--- src/rtl/br_resolve.sv ---
// EX-stage branch/jump resolution: decides taken, computes the target, and issues a
// registered PC redirect to fetch (valid/ready) while flushing wrong-path stages.
module br_resolve #(
  parameter int XLEN  = 32,
  parameter int CNT_W = 16
) (
  input  logic             i_clk,
  input  logic             i_rst_n,
  input  logic             i_valid,
  input  logic             i_stall,
  input  logic             i_is_branch,
  input  logic             i_is_jal,
  input  logic             i_is_jalr,
  input  logic [2:0]       i_funct3,
  input  logic [XLEN-1:0]  i_pc,
  input  logic [XLEN-1:0]  i_imm,
  input  logic [XLEN-1:0]  i_rs1_data,
  input  logic             i_br_less,
  input  logic             i_br_equal,
  output logic             o_br_unsign,
  output logic             o_redirect_valid,
  output logic [XLEN-1:0]  o_redirect_pc,
  input  logic             i_redirect_ready,
  output logic             o_flush,
  output logic             o_busy,
  output logic             o_misalign,
  output logic [CNT_W-1:0] o_br_cnt,
  output logic [CNT_W-1:0] o_taken_cnt
);

  typedef enum logic {IDLE = 1'b0, REDIR = 1'b1} state_t;

  localparam logic [CNT_W-1:0] CNT_MAX = '1;

  state_t          state, state_nxt;
  logic            cond_taken, taken, accept, count_br, aligned, load_redir;
  logic [XLEN-1:0] sum_jalr, target;

  assign o_br_unsign = i_funct3[1];

  always_comb begin
    cond_taken = 1'b0;
    case (i_funct3)
      3'b000:         cond_taken = i_br_equal;
      3'b001:         cond_taken = ~i_br_equal;
      3'b100, 3'b110: cond_taken = i_br_less;
      3'b101, 3'b111: cond_taken = ~i_br_less;
      default:        cond_taken = 1'b0;
    endcase
  end

  // Jumps win over the branch flag, so any jump flag forces taken.
  assign taken    = i_is_jalr | i_is_jal | (i_is_branch & cond_taken);
  assign sum_jalr = i_rs1_data + i_imm;
  assign target   = i_is_jalr ? {sum_jalr[XLEN-1:1], 1'b0} : (i_pc + i_imm);
  assign aligned  = (target[1:0] == 2'b00);
  assign accept   = i_valid & ~i_stall & (state == IDLE);
  assign count_br = accept & i_is_branch & ~i_is_jal & ~i_is_jalr;

  always_comb begin
    state_nxt        = state;
    load_redir       = 1'b0;
    o_redirect_valid = 1'b0;
    o_flush          = 1'b0;
    o_busy           = 1'b0;
    case (state)
      IDLE: begin
        if (accept & taken & aligned) begin
          state_nxt  = REDIR;
          load_redir = 1'b1;
        end
      end
      REDIR: begin
        o_redirect_valid = 1'b1;
        o_flush          = 1'b1;
        o_busy           = 1'b1;
        if (i_redirect_ready) state_nxt = IDLE;
      end
      default: state_nxt = IDLE;
    endcase
  end

  always_ff @(posedge i_clk or negedge i_rst_n) begin
    if (!i_rst_n) begin
      state         <= IDLE;
      o_redirect_pc <= '0;
      o_misalign    <= 1'b0;
      o_br_cnt      <= '0;
      o_taken_cnt   <= '0;
    end else begin
      state      <= state_nxt;
      o_misalign <= accept & taken & ~aligned;
      // Target is cleared on handshake so it reads 0 whenever no redirect is pending.
      if (load_redir)
        o_redirect_pc <= target;
      else if (state == REDIR && i_redirect_ready)
        o_redirect_pc <= '0;
      if (count_br && o_br_cnt != CNT_MAX)
        o_br_cnt <= o_br_cnt + 1'b1;
      if (count_br && cond_taken && o_taken_cnt != CNT_MAX)
        o_taken_cnt <= o_taken_cnt + 1'b1;
    end
  end

endmodule

--- config.mk ---
export PLATFORM = sky130hd
export DESIGN_NAME = br_resolve
export DESIGN_NICKNAME = d
export VERILOG_FILES = /design/src/rtl/br_resolve.sv
export SDC_FILE = /design/constraint.sdc
export NUM_CORES = 1
export LEC_CHECK = 0
export ABC_CLOCK_PERIOD_IN_PS = 2200
export CORE_ASPECT_RATIO = 0.7
export CORE_MARGIN = 2
export CORE_UTILIZATION = 45
export CTS_CLUSTER_DIAMETER = 100
export DETAILED_ROUTE_END_ITERATION = 16
export PLACE_DENSITY_LB_ADDON = 0.2
export SLEW_MARGIN = 10
export SYNTH_ARGS = -nofsm -noshare
export SYNTH_HDL_FRONTEND = slang
export SYNTH_SLANG_ARGS = --single-unit
export TNS_END_PERCENT = 10
--- constraint.sdc ---
create_clock -name i_clk -period 2.2 [get_ports i_clk]
set_clock_uncertainty 0.05 [all_clocks]
set_input_delay 0.33 -clock i_clk [delete_from_list [all_inputs] [get_ports i_clk]]
set_output_delay 0.33 -clock i_clk [all_outputs]
set_load 0.005 [all_outputs]
; Word-level counts from Yosys, hierarchy flattened
; Cells that the tools add are included.
[classes]
add_sub_neg = 4
n_eq_ne = 7
muxes = 9
bitwise = 18
n_reduce_logical = 9
[ops]
columns = cell, count
row1 = $mux 32, 3
row2 = $add 32x32->32, 2
row3 = $add 16x1->16 const B, 2
row4 = $ne 16x16->1 const B, 2
row5 = $eq 3x3->1 const B, 4
row6 = $and 1x1->1, 9
row7 = $not 1->1, 7
row8 = $logic_and 1x1->1, 4
row9 = $mux 1, 4
row10 = $pmux 1 s4, 1
row11 = $reduce_or 2->1, 2
row12 = $eq 3x1->1 const B, 1
row13 = $logic_not 3->1, 1
row14 = $logic_not 2->1, 1
row15 = $or 1x1->1, 2
row16 = $pmux 1 s2, 1
row17 = $reduce_bool 2->1, 1
[totals]
register_bits = 66
inputBits = 109
out_inout_bits = 69
elab_cells = 52

; Logic depth before layout (Yosys ltp)
[logic_depth]
word_depth = 10
ltp_mapped = 10
ltp_nobuf = 10

; Worst setup path before layout
; OpenSTA, ideal clock, no wires.
[synth_timing]
path_type = input to register
startpoint = in i_imm[0]
endpoint = reg o_redirect_pc[28]
setup_ns = 0.142
t_arrival_ns = 2.440
required_ns = 2.008
slack_ns = -0.433
path_stages = 10
n_path_buf = 0
cell_sequence = and2_1 -> fa_1 -> a211oi_1 -> o211ai_1 -> a221o_1 -> a21boi_2 -> o211ai_1 -> o21ai_1 -> xor2_1 -> o221ai_1
[synth_between]
elab_chain_len = 7
word_cells_on_any_way = 9
classes_between = add/sub: 2 / mux: 4 / bitwise: 1 / reduce/logical: 2
[synth_lines]
columns = item, line_no
row1 = "start, declared", 16  ; input logic [XLEN-1:0] i_imm,
row2 = "$add 32x32->32, on equally long branches", "55, 54"
row3 = $mux 32 (*), 55  ; assign target = i_is_jalr ? {sum_jalr[XLEN-1:1], 1'b0} : (i_pc + i_imm);
row4 = $logic_not 2->1, 56  ; assign aligned = (target[1:0] == 2'b00);
row5 = $and 1x1->1, 68  ; if (accept & taken & aligned) begin
row6 = $mux 1, 68
row7 = $mux 1, 66  ; case (state)
row8 = $mux 32 / $reduce_bool 2->1 (equally long branches), -
row9 = "end signal, assigned", 95  ; o_redirect_pc <= target;
row10 = "end, declared", 22  ; output logic [XLEN-1:0] o_redirect_pc,
; Every way passes the cells marked *; elsewhere a longest branch is shown, timed or not.
; A chain may end at the register's enable or synchronous reset.

; Worst setup path after layout
[layout_timing]
startpoint = in i_rs1_data[1]
endpoint = reg o_redirect_pc[28]
[layout_between]
elab_chain_len = 7
word_cells_on_any_way = 8
classes_between = add/sub: 1 / mux: 4 / bitwise: 1 / reduce/logical: 2
[layout_lines]
columns = item, line_no
row1 = "start, declared", 17  ; input logic [XLEN-1:0] i_rs1_data,
row2 = $add 32x32->32 (*), 54  ; assign sum_jalr = i_rs1_data + i_imm;
row3 = $mux 32 (*), 55
row4 = $logic_not 2->1, 56
row5 = $and 1x1->1, 68
row6 = $mux 1, 68
row7 = $mux 1, 66
row8 = $mux 32 / $reduce_bool 2->1 (equally long branches), -
; Marks and branches as above.

==> results.toml <==
[clock_network]
clk_latency_ns = 0.33
cts_max_path_buffers = 2
clk_pin_slew_worst_paths_ns = 0.06
cts-htree-levels = 3
cts.sinks = 66
cts_buffers = 9
clockRootBuffer = "clkbuf_16"
cts_tree = "yes"

[route]
wl_microns = 24000
wl_per_cell_microns = 17.8
vias = 7627
drtIter0Drc = 653
ant_nets = 0
drt-pass1-iter-count = 4
drc = 0
viasPerCell = 5.66

[setup_path]
worstSetupStartpoint = "i_rs1_data[1]"
crit_cells = 10
worstPathRequired_ns = 2.35
start_kind = "input pin"
crit_chain = "clkdlybuf4s15_1, fa_2, a211oi_4, o211ai_1, a221o_1, a21boi_2, o211ai_1, o21ai_2, xor2_1, o221ai_1"
cpMostUsedCell = "o211ai_1"
crit_slowest_cell = "a221o_1"
cp_num_buf_inv = 1
arrival_ns = 2.81
path_max_fanout = 3
slowest_delay_ns = 0.42
crit_type = "input pin to flip-flop"
cp-end-kind = "flip-flop"
reg2reg_from = "o_taken_cnt[3]"
critical_path.top_delay_family = "compound AO/OA/AOI/OAI gates"
reg2reg_depth = 8

[floorplan]
dieArea_sq_um = 15000
initial_core_util_pct = 45.8
die_x_microns = 145
die_h_microns = 103
io_pins = 178
num_rows = 36
core_sq_um = 13800

[logic_synthesis]
yosysSeqAreaShare_pct = 26.2
syn_nets = 940
synthCells = 766
syn_area_sq_um = 6310
synth_edf_count = 0
yosysWarnings = 0
synth_ff_type = "dfrtp_1"
synth.avg_cell_area_sq_um = 8.23
ys_ff_latch = 66
ys_async_sr_fraction_pct = 100
ys_types = 67

[timing]
setup_viol = 22
fmaxAchievable_ghz = 0.376
hold_viol_final = 0
worst_pin_slew_ns = 0.626
fin_hold_ws_ns = 0.435
setup_slack_ns = -0.458
finalCritPeriodShare_pct = 121
final-max-slew-violation-count = 0
tns_ns = -5.57
slew_headroom_pct = 58.2
rsz0062_at_grt = "true"
min_period_ns = 2.66

[placed_design]
io_buffers = 177
dp_slack_ns = -1.02
placed_cell_area_sq_um = 9880
place_hpwl_microns = 18400
place_congestion = 0.922

[grt]
grt_use_total_pct = 30.0
grt_overflow = 0
antenna_found_initial = 0
grt_pass1_wl_microns = 35800
grt_pass1_vias = 7218
grt_start_max_net_pins = 45

[cells_and_area]
nNetsFinal = 1326
final_cell_mix = "218 x buf_4, 149 x clkdlybuf4s50_1, 74 x nand2_1, 66 x dfrtp_1, 55 x nor2_1"
area_growth_syn_to_layout_pct = 71.8
final_common_cell = "buf_4"
drive_above_1_share_pct = 29.0
antenna_cells = 0
final_area_sq_um = 10800

[power]
comb_power_share_pct = 47.2
seq_power_share_pct = 27.0
pwr-share-clk_pct = 25.7
p_per_area_nw_per_um2 = 553
p_int_mw = 3.99
leakage_nw = 4.95
vdd_drop_max_mv = 0.368
p_total_mw = 5.99
p_switching_mw = 2.00
switching_share_pct = 33.4

[min_path]
hold_depth = 2
min_from = "o_redirect_pc[4]"
hold_class = "flip-flop to flip-flop"

[job]
cap_violations = 0

[status]
outcome = "finished with violations"
violations = "setup timing"
==> cells in the mapped netlist (all sizes together), types with 10 or more instances <==
library cell  number  area (sq um)
nand3             34           170
ha                63           788
nand2b            10          62.6
xnor2             48           420
nand2             78           293
dfrtp             66          1650
nor3              13          65.1
nand4             23           144
a211oi            11          92.6
nor2b             10          62.6
o21ai             52           260
xor2              27           236
clkbuf            24          90.1
a21oi             67           335
nor2              57           216
and3              14          87.6
inv               13          48.8
a21o              25           188
==> logic make-up after synthesis <==
group / count (synthesis) / synth area share (%)
multiplexers: 7 / 1.17
AND/OR/NAND/NOR: 267 / 20.5
AO/OA/AOI/OAI: 244 / 25.9
flip-flops: 66 / 26.2
buffers and inverters: 42 / 2.70
adder cells (fa/ha/maj): 65 / 13.1
XOR/XNOR: 75 / 10.4
==> routing by layer <==
layer	vias up	global-route usage [%]	share of wire, %	routed length (microns)
met1	3589	41.9	45	10900
li1	3624	-	-	-
met2	379	48.0	45	10800
met4	0	7.09	1.6	384
met5	-	0	0	0
met3	35	6.33	8.1	1950
==> final cells by class <==
cell class	instances	area [sq um]
Clock buffer	10	229
Clock inverter	6	90.1
Fill cell	948	2950
Multi-Input combinational cell	658	5040
Sequential cell	66	1650
Tap cell	190	238
Inverter	13	48.8
Timing Repair Buffer	404	3530
==> power groups by stage <==
stage	clock, mW	sequential [mW]	combinational (mW)
floorplan	0	1.59	1.09
global placement	0	1.62	2.51
detailed placement	0	1.62	2.56
CTS	1.56	1.61	2.63
global route	1.61	1.64	3.03
finish	1.54	1.62	2.83
==> worst reg2reg max path: stages, from the launching register on <==
cell     delay, ns
dfrtp_1       0.44
nand4_1       0.24
or2_2         0.39
nor2_1        0.20
a21oi_4       0.10
nor2b_1       0.17
nor2b_2       0.17
nand3_1       0.11
xnor2_1       0.12
==> registers in the layout (all words and copies together), names as in the netlist <==
signal / cells
o_taken_cnt: 16
o_redirect_pc: 32
o_br_cnt: 16
state: 1
o_misalign: 1
==> path summary, 6_finish.rpt <==
check	to	slack [ns]
min in group asynchronous	o_taken_cnt[4]	0.49
setup reg to reg	o_taken_cnt[14]	0.13
hold / removal	o_redirect_pc[4]	0.44
max in group asynchronous	o_br_cnt[9]	0.95
hold reg to reg	o_redirect_pc[4]	0.44
setup / recovery	o_redirect_pc[28]	-0.46
==> through the flow <==
| step | util, % | std cells |
|---|---|---|
| after floorplan | - | 766 |
| after global placement | 71.7 | 1323 |
| after detailed placement | 71.7 | 1323 |
| after CTS | 75.2 | 1343 |
| after global routing | 78.6 | 1347 |
| final | 78.6 | 1347 |
==> what timing repair did <==
| action | in CTS | in global routing |
|---|---|---|
| hold buffers | 1 | 0 |
| pin swaps | 40 | 45 |
| endpoints found under the setup margin | 42 | 45 |
| setup buffers | 3 | 5 |
| hold endpoints to repair | 22 | 0 |
| resized for setup | 61 | 90 |
No activity file was read; power rests on OpenSTA's default activity.
